<file path="config.mk">
export PLATFORM = sky130hd
export DESIGN_NAME = python_frame_packer
export DESIGN_NICKNAME = d
export VERILOG_FILES = /design/src/rtl/python_frame_packer_pkg.sv /design/src/rtl/python_pack_fifo.sv /design/src/rtl/python_frame_packer.sv
export SDC_FILE = /design/constraint.sdc
export NUM_CORES = 2
export LEC_CHECK = 0
export CORE_UTILIZATION = 60
export CTS_CLUSTER_DIAMETER = 50
export DETAILED_ROUTE_END_ITERATION = 8
export MAX_ROUTING_LAYER = met4
export PLACE_DENSITY = 0.78
export SYNTH_ARGS = -nofsm -noshare
export SYNTH_HDL_FRONTEND = slang
export SYNTH_SLANG_ARGS = --single-unit
export TNS_END_PERCENT = 100
</file>
<file path="constraint.sdc">
create_clock -name c -period 3.3 [get_ports c]
set_input_delay 0.495 -clock c [delete_from_list [all_inputs] [get_ports c]]
set_output_delay 0.495 -clock c [all_outputs]
set_load 0.01 [all_outputs]
</file>
<file path="src/rtl/python_frame_packer_pkg.sv">
// Shared types for the frame packer: FSM encoding, FIFO entry layout, counter helper.
// Latency: n/a (declarations only).
// Backpressure: n/a.
package python_frame_packer_pkg;

    // Capture state machine, 2-bit encoding.
    typedef enum logic [1:0] {
        ST_WAIT  = 2'd0,
        ST_ARMED = 2'd1,
        ST_FRAME = 2'd2,
        ST_DROP  = 2'd3
    } state_e;

    localparam int DATA_W = 64;

    // One FIFO entry: packed pixel pair plus three tags above the data.
    typedef struct packed {
        logic              eof;
        logic              eol;
        logic              sof;
        logic [DATA_W-1:0] dat;
    } entry_t;

    localparam int ENTRY_W     = $bits(entry_t);
    localparam int TAG_SOF_BIT = DATA_W;
    localparam int TAG_EOL_BIT = DATA_W + 1;
    localparam int TAG_EOF_BIT = DATA_W + 2;

    // 16-bit increment that sticks at all-ones instead of wrapping.
    function automatic logic [15:0] sat_inc16(input logic [15:0] v);
        return (v == 16'hFFFF) ? v : v + 16'd1;
    endfunction

endpackage

</file>
<file path="src/rtl/python_pack_fifo.sv">
// Synchronous first-word-fall-through FIFO, W bits wide, 2**AW entries deep.
// Latency: a write is visible on rd_dat the cycle after it is accepted.
// Backpressure: writes are refused whenever full, even if a read happens the same cycle.
//
// Ports: clk/rst (sync, active-high), wr_vld/wr_dat write side, full;
//        rd_rdy/rd_dat read side (head shown while !empty, zero when empty), empty.
module python_pack_fifo #(
    parameter int W  = 67,
    parameter int AW = 4
) (
    input  logic         clk,
    input  logic         rst,
    input  logic         wr_vld,
    input  logic [W-1:0] wr_dat,
    output logic         full,
    input  logic         rd_rdy,
    output logic [W-1:0] rd_dat,
    output logic         empty
);

    localparam int DEPTH = 1 << AW;
    localparam logic [AW:0] DEPTH_C = {1'b1, {AW{1'b0}}};

    logic [W-1:0]  mem_q [DEPTH];
    logic [W-1:0]  mem_d [DEPTH];
    logic [AW-1:0] wr_ptr_q, wr_ptr_d;
    logic [AW-1:0] rd_ptr_q, rd_ptr_d;
    logic [AW:0]   cnt_q, cnt_d;
    logic          do_wr;
    logic          do_rd;

    assign full  = (cnt_q == DEPTH_C);
    assign empty = (cnt_q == '0);
    // Full blocks the write regardless of a same-cycle read, so contents never change under overflow.
    assign do_wr = wr_vld & ~full;
    assign do_rd = rd_rdy & ~empty;
    // Zero the head while empty so reset and idle present clean data/tags.
    assign rd_dat = empty ? '0 : mem_q[rd_ptr_q];

    always_comb begin
        mem_d    = mem_q;
        wr_ptr_d = wr_ptr_q;
        rd_ptr_d = rd_ptr_q;
        cnt_d    = cnt_q;
        if (do_wr) begin
            mem_d[wr_ptr_q] = wr_dat;
            wr_ptr_d        = wr_ptr_q + AW'(1);
        end
        if (do_rd) begin
            rd_ptr_d = rd_ptr_q + AW'(1);
        end
        case ({do_wr, do_rd})
            2'b10:   cnt_d = cnt_q + (AW+1)'(1);
            2'b01:   cnt_d = cnt_q - (AW+1)'(1);
            default: cnt_d = cnt_q;
        endcase
    end

    always_ff @(posedge clk) begin
        if (rst) begin
            for (int i = 0; i < DEPTH; i++) begin
                mem_q[i] <= '0;
            end
            wr_ptr_q <= '0;
            rd_ptr_q <= '0;
            cnt_q    <= '0;
        end else begin
            mem_q    <= mem_d;
            wr_ptr_q <= wr_ptr_d;
            rd_ptr_q <= rd_ptr_d;
            cnt_q    <= cnt_d;
        end
    end

endmodule

</file>
<file path="src/rtl/python_frame_packer.sv">
// Packs pairs of 32-bit sensor words into tagged 64-bit FIFO entries (sof/eol/eof), with length checks.
// Latency: 3 cycles from the second word of a pair on d to the entry on out_data (FIFO empty).
// Backpressure: out_valid/out_ready; when the 2**FIFO_AW FIFO is full the rest of the frame is dropped.
//
// Ports: c clock, rst sync active-high; fv/lv/d sensor stream (pixel 0 in d[7:0]); en capture enable;
//        out_valid/out_ready/out_data/out_sof/out_eol/out_eof output stream;
//        frame_cnt completed frames; err_len/err_lines/overflow sticky error flags.
module python_frame_packer
    import python_frame_packer_pkg::*;
#(
    parameter int LINE_WORDS = 320,
    parameter int LINES      = 1024,
    parameter int FIFO_AW    = 4
) (
    input  logic        c,
    input  logic        rst,
    input  logic        fv,
    input  logic        lv,
    input  logic [31:0] d,
    input  logic        en,
    output logic        out_valid,
    input  logic        out_ready,
    output logic [63:0] out_data,
    output logic        out_sof,
    output logic        out_eol,
    output logic        out_eof,
    output logic [15:0] frame_cnt,
    output logic        err_len,
    output logic        err_lines,
    output logic        overflow
);

    localparam logic [15:0] LINE_WORDS_C = 16'(LINE_WORDS);
    localparam logic [15:0] LINES_C      = 16'(LINES);
    localparam logic [15:0] LAST_LINE_C  = 16'(LINES - 1);

    // Input stage.
    logic        fv_q, lv_q;
    logic [31:0] d_q;

    // Control and packing state.
    state_e      state_q, state_d;
    logic        hi_sel_q, hi_sel_d;       // next captured word goes to the high half
    logic [63:0] pack_q, pack_d;
    logic        push_pend_q, push_pend_d; // pack_q holds a complete entry to push this cycle
    logic        tag_sof_q, tag_sof_d;
    logic        tag_eol_q, tag_eol_d;
    logic        tag_eof_q, tag_eof_d;
    logic        sof_pend_q, sof_pend_d;   // no entry of the current frame pushed yet
    logic [15:0] word_cnt_q, word_cnt_d;
    logic [15:0] line_cnt_q, line_cnt_d;
    logic [15:0] frame_cnt_q, frame_cnt_d;
    logic        err_len_q, err_len_d;
    logic        err_lines_q, err_lines_d;
    logic        overflow_q, overflow_d;

    // Derived strobes.
    logic        eol;
    logic        fv_rise;
    logic        fv_fall;
    logic        frame_eol;
    logic        capture;
    logic        push_blocked;
    logic [15:0] word_inc;
    logic [15:0] line_inc;
    logic [15:0] line_eff;

    // FIFO interface.
    entry_t             push_ent;
    logic               fifo_full;
    logic               fifo_empty;
    logic [ENTRY_W-1:0] head_dat;

    // Edges are taken between the registered and the raw input, so each fires
    // in the cycle the registered value is about to change.
    assign eol     = lv_q & ~lv;
    assign fv_rise = fv & ~fv_q;
    assign fv_fall = fv_q & ~fv;

    assign push_blocked = push_pend_q & fifo_full;
    assign frame_eol    = (state_q == ST_FRAME) & eol;
    // A word arriving in the same cycle as a refused push is part of the dropped remainder.
    assign capture      = (state_q == ST_FRAME) & lv_q & ~push_blocked;
    assign word_inc     = sat_inc16(word_cnt_q);
    assign line_inc     = sat_inc16(line_cnt_q);
    // Line count including an eol that lands in the same cycle as the frame end.
    assign line_eff     = frame_eol ? line_inc : line_cnt_q;

    always_comb begin
        push_ent     = '0;
        push_ent.eof = tag_eof_q;
        push_ent.eol = tag_eol_q;
        push_ent.sof = tag_sof_q;
        push_ent.dat = pack_q;
    end

    always_comb begin
        state_d     = state_q;
        hi_sel_d    = hi_sel_q;
        pack_d      = pack_q;
        push_pend_d = 1'b0;
        tag_sof_d   = tag_sof_q;
        tag_eol_d   = tag_eol_q;
        tag_eof_d   = tag_eof_q;
        sof_pend_d  = sof_pend_q;
        // Cleared whenever the line is idle, so each line starts counting from zero.
        word_cnt_d  = lv_q ? word_inc : 16'd0;
        line_cnt_d  = line_cnt_q;
        frame_cnt_d = frame_cnt_q;
        err_len_d   = err_len_q;
        err_lines_d = err_lines_q;
        overflow_d  = overflow_q | push_blocked;

        if (capture) begin
            if (hi_sel_q) begin
                pack_d[63:32] = d_q;
                push_pend_d   = 1'b1;
            end else begin
                // Writing the low half also zeroes the high half, which is the
                // padding when a line ends on an odd word.
                pack_d      = {32'd0, d_q};
                push_pend_d = eol;
            end
            // Every line starts packing in the low half.
            hi_sel_d = ~hi_sel_q & ~eol;
            if (push_pend_d) begin
                tag_sof_d  = sof_pend_q;
                tag_eol_d  = eol;
                tag_eof_d  = eol & (line_cnt_q == LAST_LINE_C);
                sof_pend_d = 1'b0;
            end
        end

        if (frame_eol) begin
            line_cnt_d = line_inc;
            if (word_inc != LINE_WORDS_C) begin
                err_len_d = 1'b1;
            end
        end

        case (state_q)
            ST_WAIT: begin
                if (!fv_q && en) begin
                    state_d = ST_ARMED;
                end
            end
            ST_ARMED: begin
                if (!en) begin
                    state_d = ST_WAIT;
                end else if (fv_rise) begin
                    state_d    = ST_FRAME;
                    line_cnt_d = 16'd0;
                    hi_sel_d   = 1'b0;
                    sof_pend_d = 1'b1;
                end
            end
            ST_FRAME: begin
                if (fv_fall) begin
                    // A refusal on the very last cycle loses data: treat it like a drop exit.
                    if (push_blocked) begin
                        state_d = ST_WAIT;
                    end else begin
                        state_d     = en ? ST_ARMED : ST_WAIT;
                        frame_cnt_d = frame_cnt_q + 16'd1;
                        if (line_eff != LINES_C) begin
                            err_lines_d = 1'b1;
                        end
                    end
                end else if (push_blocked) begin
                    state_d = ST_DROP;
                end
            end
            ST_DROP: begin
                if (fv_fall) begin
                    state_d = ST_WAIT;
                end
            end
            default: state_d = ST_WAIT;
        endcase
    end

    always_ff @(posedge c) begin
        if (rst) begin
            // fv_q comes out of reset high: if the sensor is mid-frame it stays high and
            // WAIT holds until fv drops, so a partial frame can never look like a frame start.
            fv_q        <= 1'b1;
            lv_q        <= 1'b0;
            d_q         <= 32'd0;
            state_q     <= ST_WAIT;
            hi_sel_q    <= 1'b0;
            pack_q      <= 64'd0;
            push_pend_q <= 1'b0;
            tag_sof_q   <= 1'b0;
            tag_eol_q   <= 1'b0;
            tag_eof_q   <= 1'b0;
            sof_pend_q  <= 1'b0;
            word_cnt_q  <= 16'd0;
            line_cnt_q  <= 16'd0;
            frame_cnt_q <= 16'd0;
            err_len_q   <= 1'b0;
            err_lines_q <= 1'b0;
            overflow_q  <= 1'b0;
        end else begin
            fv_q        <= fv;
            lv_q        <= lv;
            d_q         <= d;
            state_q     <= state_d;
            hi_sel_q    <= hi_sel_d;
            pack_q      <= pack_d;
            push_pend_q <= push_pend_d;
            tag_sof_q   <= tag_sof_d;
            tag_eol_q   <= tag_eol_d;
            tag_eof_q   <= tag_eof_d;
            sof_pend_q  <= sof_pend_d;
            word_cnt_q  <= word_cnt_d;
            line_cnt_q  <= line_cnt_d;
            frame_cnt_q <= frame_cnt_d;
            err_len_q   <= err_len_d;
            err_lines_q <= err_lines_d;
            overflow_q  <= overflow_d;
        end
    end

    python_pack_fifo #(
        .W  (ENTRY_W),
        .AW (FIFO_AW)
    ) u_fifo (
        .clk    (c),
        .rst    (rst),
        .wr_vld (push_pend_q),
        .wr_dat (push_ent),
        .full   (fifo_full),
        .rd_rdy (out_ready),
        .rd_dat (head_dat),
        .empty  (fifo_empty)
    );

    assign out_valid = ~fifo_empty;
    assign out_data  = head_dat[DATA_W-1:0];
    assign out_sof   = head_dat[TAG_SOF_BIT];
    assign out_eol   = head_dat[TAG_EOL_BIT];
    assign out_eof   = head_dat[TAG_EOF_BIT];
    assign frame_cnt = frame_cnt_q;
    assign err_len   = err_len_q;
    assign err_lines = err_lines_q;
    assign overflow  = overflow_q;

endmodule

</file>
==> results.md <==
* Avg Cell Area, Syn at roughly 8.6 sq um
* Final nets at 6092
* Synth Instances at 6102
* Clock group share of total power at 50.5%
* Ys async rst share at 0%
* RR Endpoint: u_fifo.cnt_q[4]
* Cell variety after synth at 55
* Post-detail-place hpwl at 94.23 mm
* Adder-cell area share of the yosys netlist at 0.3256%
* Top delay family on crit path: multiplexers
* Largest net degree at the start of global routing at 203
* Fill cells at 5878
* Area occupied by multi-input gates at 25250 sq um
* Comb power frac at between 1 and 1.5%
* Mapped cell area at 52270 sq um
* WHS Path Cells at 2
* ANT nets after route at 0
* RR Startpoint: u_fifo.cnt_q[0]
* Crit start category: register
* Max Cap Viol at 0
* Final setup margin at -0.2902 ns
* Hold endpoint: lv_q
* Initial core utilization at 61.00%
* Final Critical Period at 3.590 ns
* CP Data Required Time at 2.80 ns
* RSZ-0062 raised after global routing: true
* GPL Wtd Cong at 0.9038
* Placed Area at 54630 sq um
* Ports at approximately 130
* Wirelength per Cell at between 20 and 25 um
* Fin. Hold Viols at 0
* Slew margin rel. at 31.35%
* PortBufs at 124
* Area grow syn2layout at 18.13%
* CP peak stage delay at 0.48 ns
* Mux contribution to synthesized area at about 15%
* XOR/XNOR share of the synthesized area at 0.7373%
* Die X at between 200 and 300 um
* Reg clk slew, reported paths at 0.06 ns
* Core area at 85680 sq um
* FMAX at between 0.2 and 0.3 GHz
* CTS buffer count at 136
* Hold Path Class: in2reg
* Post-route cell area at 61740 sq um
* Reg2reg setup slack at 0.45 ns
* Final core occ at between 70% and 80%
* Worst Path Arrival at 3.10 ns
* Failing checks: negative setup slack
* Worst skew pair latency at 0.77 ns
* Post-placement cell count at around 6900
* P_leak at 20.04 nW
* Clock Skew at 0.04579 ns
* Post-Synth Simple-Gate Area at 20.09%
* Worst hold path startpoint: rst
* Final cycle utilization of the critical path at 108.8%
* Post-Layout Cell Count at 7290
* Worst-margin pin slew at 1.020 ns
* Post-synthesis sequential area ratio at 47.57%
* Vias at 47760
* Cell chain of the critical path: buf_12, buf_16, buf_4, buf_12, clkbuf_16, mux4_2, mux4_2, and2_1, dlymetal6s2s_1
* Sequential cell area at 24880 sq um
* Setup crit end kind: primary output
* Via/cell ratio at 6.552
* Final setup viols at 65
* Vias in the first global route at 44460
* CP Class: reg2out
* Pre-CTS WS at roughly 0.25 ns
* Largest family of logic cells by synthesized area: simple AND/OR/NAND/NOR gates
* Congestion Overflow GR at 0
* Power per cell area at 504.1 nW/um^2
* Syn_nets at 6153
* Initial antenna violation count at 2
* CTS tree: built
* CTS H-Tree Depth at 4
* Status: complete, but fails checks
* First-pass GRT wire length at 262.0 mm
* Reg2reg path depth at 10
* Share of cells above drive strength 1 at 16.29%
* Cts hold-fix bufs at 0
* TritonCTS sink count at 1242
* Synth Register Bits at 1242
* Main synth FF type: dfxtp_1
* Total wire length at roughly 180 mm
* Internal Power at 24.31 mW
* Net Sw Power at roughly 6.8 mW
* Root Driver: clkbuf_16
* CP max stage cell: mux4_2
* GRT Total Usage at 39.69%
* Iter 0 DRT Violations at 7787
* Max clock buf depth at 3
* Worst path buffer plus inverter count at 6
* Sequential Power Share at 48.3%
* Compound-Gate Fraction of Synth Area at 11.73%
* Row cnt at 107
* Die ar. at around 88000 sq um
* Peak supply drop at 0.4971 mV
* Vert. Die Dim at ~300 um
* Post-synth EDFFs at 0
* Critical path fanouts, max at 7
* Synth Warn # at 0
* DRC viols at 0
* Max Slew Vio Count at 0
* Switch share at between 20% and 30%
* DRT Pass-1 Iters at 8
flip-flops by register name (all words and copies together), names as in the netlist:
name / count
state_q: 2
push_pend_q: 1
d_q: 32
tag_sof_q: 1
word_cnt_q: 16
fv_q: 1
err_lines: 1
tag_eof_q: 1
lv_q: 1
u_fifo.wr_ptr_q: 4
hi_sel_q: 1
err_len: 1
overflow: 1
pack_q: 64
line_cnt_q: 16
u_fifo.cnt_q: 5
u_fifo.mem_q: 1072
u_fifo.rd_ptr_q: 4
sof_pend_q: 1
tag_eol_q: 1
frame_cnt: 16
power groups by stage:
stage	registers [mW]	logic, mW	clock network, mW
2_1_floorplan	15.4	0.225	0
3_3_place_gp	15.4	0.361	0
3_5_place_dp	15.4	0.357	0
4_1_cts	15.0	0.359	15.7
5_1_grt	15.0	0.392	16.4
6_report	15.0	0.377	15.7
through the flow:
| step | setup TNS [ns] | power [mW] | hold WS (ns) |
|---|---|---|---|
| final | -11.62 | 31.13 | 0.1654 |
| after global routing | -14.76 | 31.78 | 0.1570 |
| after global placement | 0 | 15.74 | 0.4375 |
| after floorplan | 0 | 15.58 | 0.4321 |
| after detailed placement | 0 | 15.73 | 0.4431 |
| after CTS | -22.28 | 31.07 | 0.1503 |
synthesized netlist by cell type, types with 11 or more instances:
cell type | number | area [sq um]
ha_1 | 12 | 150.1
xor2_1 | 27 | 236.5
xnor2_1 | 17 | 148.9
mux4_2 | 335 | 7545
dfxtp_1 | 1242 | 24860
and3_1 | 15 | 93.84
or3_1 | 11 | 68.82
buf_2 | 123 | 615.6
nor2_1 | 85 | 319.1
nand2_1 | 2268 | 8513
clkbuf_1 | 367 | 1378
a21oi_1 | 1160 | 5806
buf_1 | 111 | 416.7
o21ai_0 | 20 | 100.1
nand3_1 | 70 | 350.3
nor3_1 | 12 | 60.06
and2_1 | 71 | 444.2
nor2b_1 | 38 | 237.7
nand4_1 | 22 | 137.6
layout by cell type (no fill, tap or decap), types with 9 or more instances in the layout:
cell,instances
nand4_1,22
or3_1,11
nand3_4,12
buf_4,109
and2_1,18
clkbuf_16,151
a21oi_1,1160
bufinv_16,11
and2_4,53
clkdlybuf4s50_1,56
and3_1,15
nor2_4,12
clkbuf_2,11
mux4_2,335
nor2_1,72
o21ai_0,20
clkinv_2,13
buf_12,88
dfxtp_1,1238
ha_1,12
clkbuf_1,30
nor2b_1,38
buf_16,20
xor2_1,27
buf_8,17
xnor2_1,17
clkbuf_8,25
buf_6,89
nand3_1,57
mux2i_1,9
nand2_1,2268
cells by family after synthesis:
family / after synthesis
AO/OA/AOI/OAI: 1208
XOR/XNOR: 44
adder cells (fa/ha/maj): 13
buffers and inverters: 623
flip-flops: 1242
multiplexers: 345
AND/OR/NAND/NOR: 2627
routing by layer:
metal,wire [um],vias to the layer above,global-route usage (%)
li1,-,20300,-
met1,62350,22610,48.90
met2,79570,3845,59.18
met3,26270,1001,10.13
met4,12540,0,22.93
met5,0,-,-
layout make-up:
| type | instances | area share, % |
|---|---|---|
| Clock inverter | 49 | 1.157 |
| Sequential cell | 1242 | 40.30 |
| Timing Repair Buffer | 417 | 8.947 |
| Multi-Input combinational cell | 4237 | 40.90 |
| Inverter | 7 | 0.04256 |
| Tap cell | 1144 | 2.318 |
| Antenna cell | 1 | 0.004053 |
| Clock buffer | 193 | 6.333 |
repair_timing:
| action | CTS | global route |
|---|---|---|
| endpoints found under the setup margin | 67 | 67 |
| resized for setup | 117 | 310 |
| gates cloned | 10 | 16 |
| buffers inserted | 23 | 118 |
| hold endpoints to repair | 0 | 0 |
worst max-delay path by stage:
stage | from | endpoint | slack (ns) | cells past startpoint
after floorplan | u_fifo.cnt_q[0] | u_fifo.cnt_q[4] | 0.52 | 11
after global placement | u_fifo.rd_ptr_q[0] | out_data[0] | 0.27 | 6
after detailed placement | u_fifo.rd_ptr_q[0] | out_data[17] | 0.25 | 6
after CTS | u_fifo.rd_ptr_q[0] | out_data[26] | -0.50 | 6
after global routing | u_fifo.rd_ptr_q[0] | out_data[38] | -0.36 | 9
final | u_fifo.rd_ptr_q[0] | out_data[39] | -0.29 | 9
No activity file was read; power rests on OpenSTA's default activity.
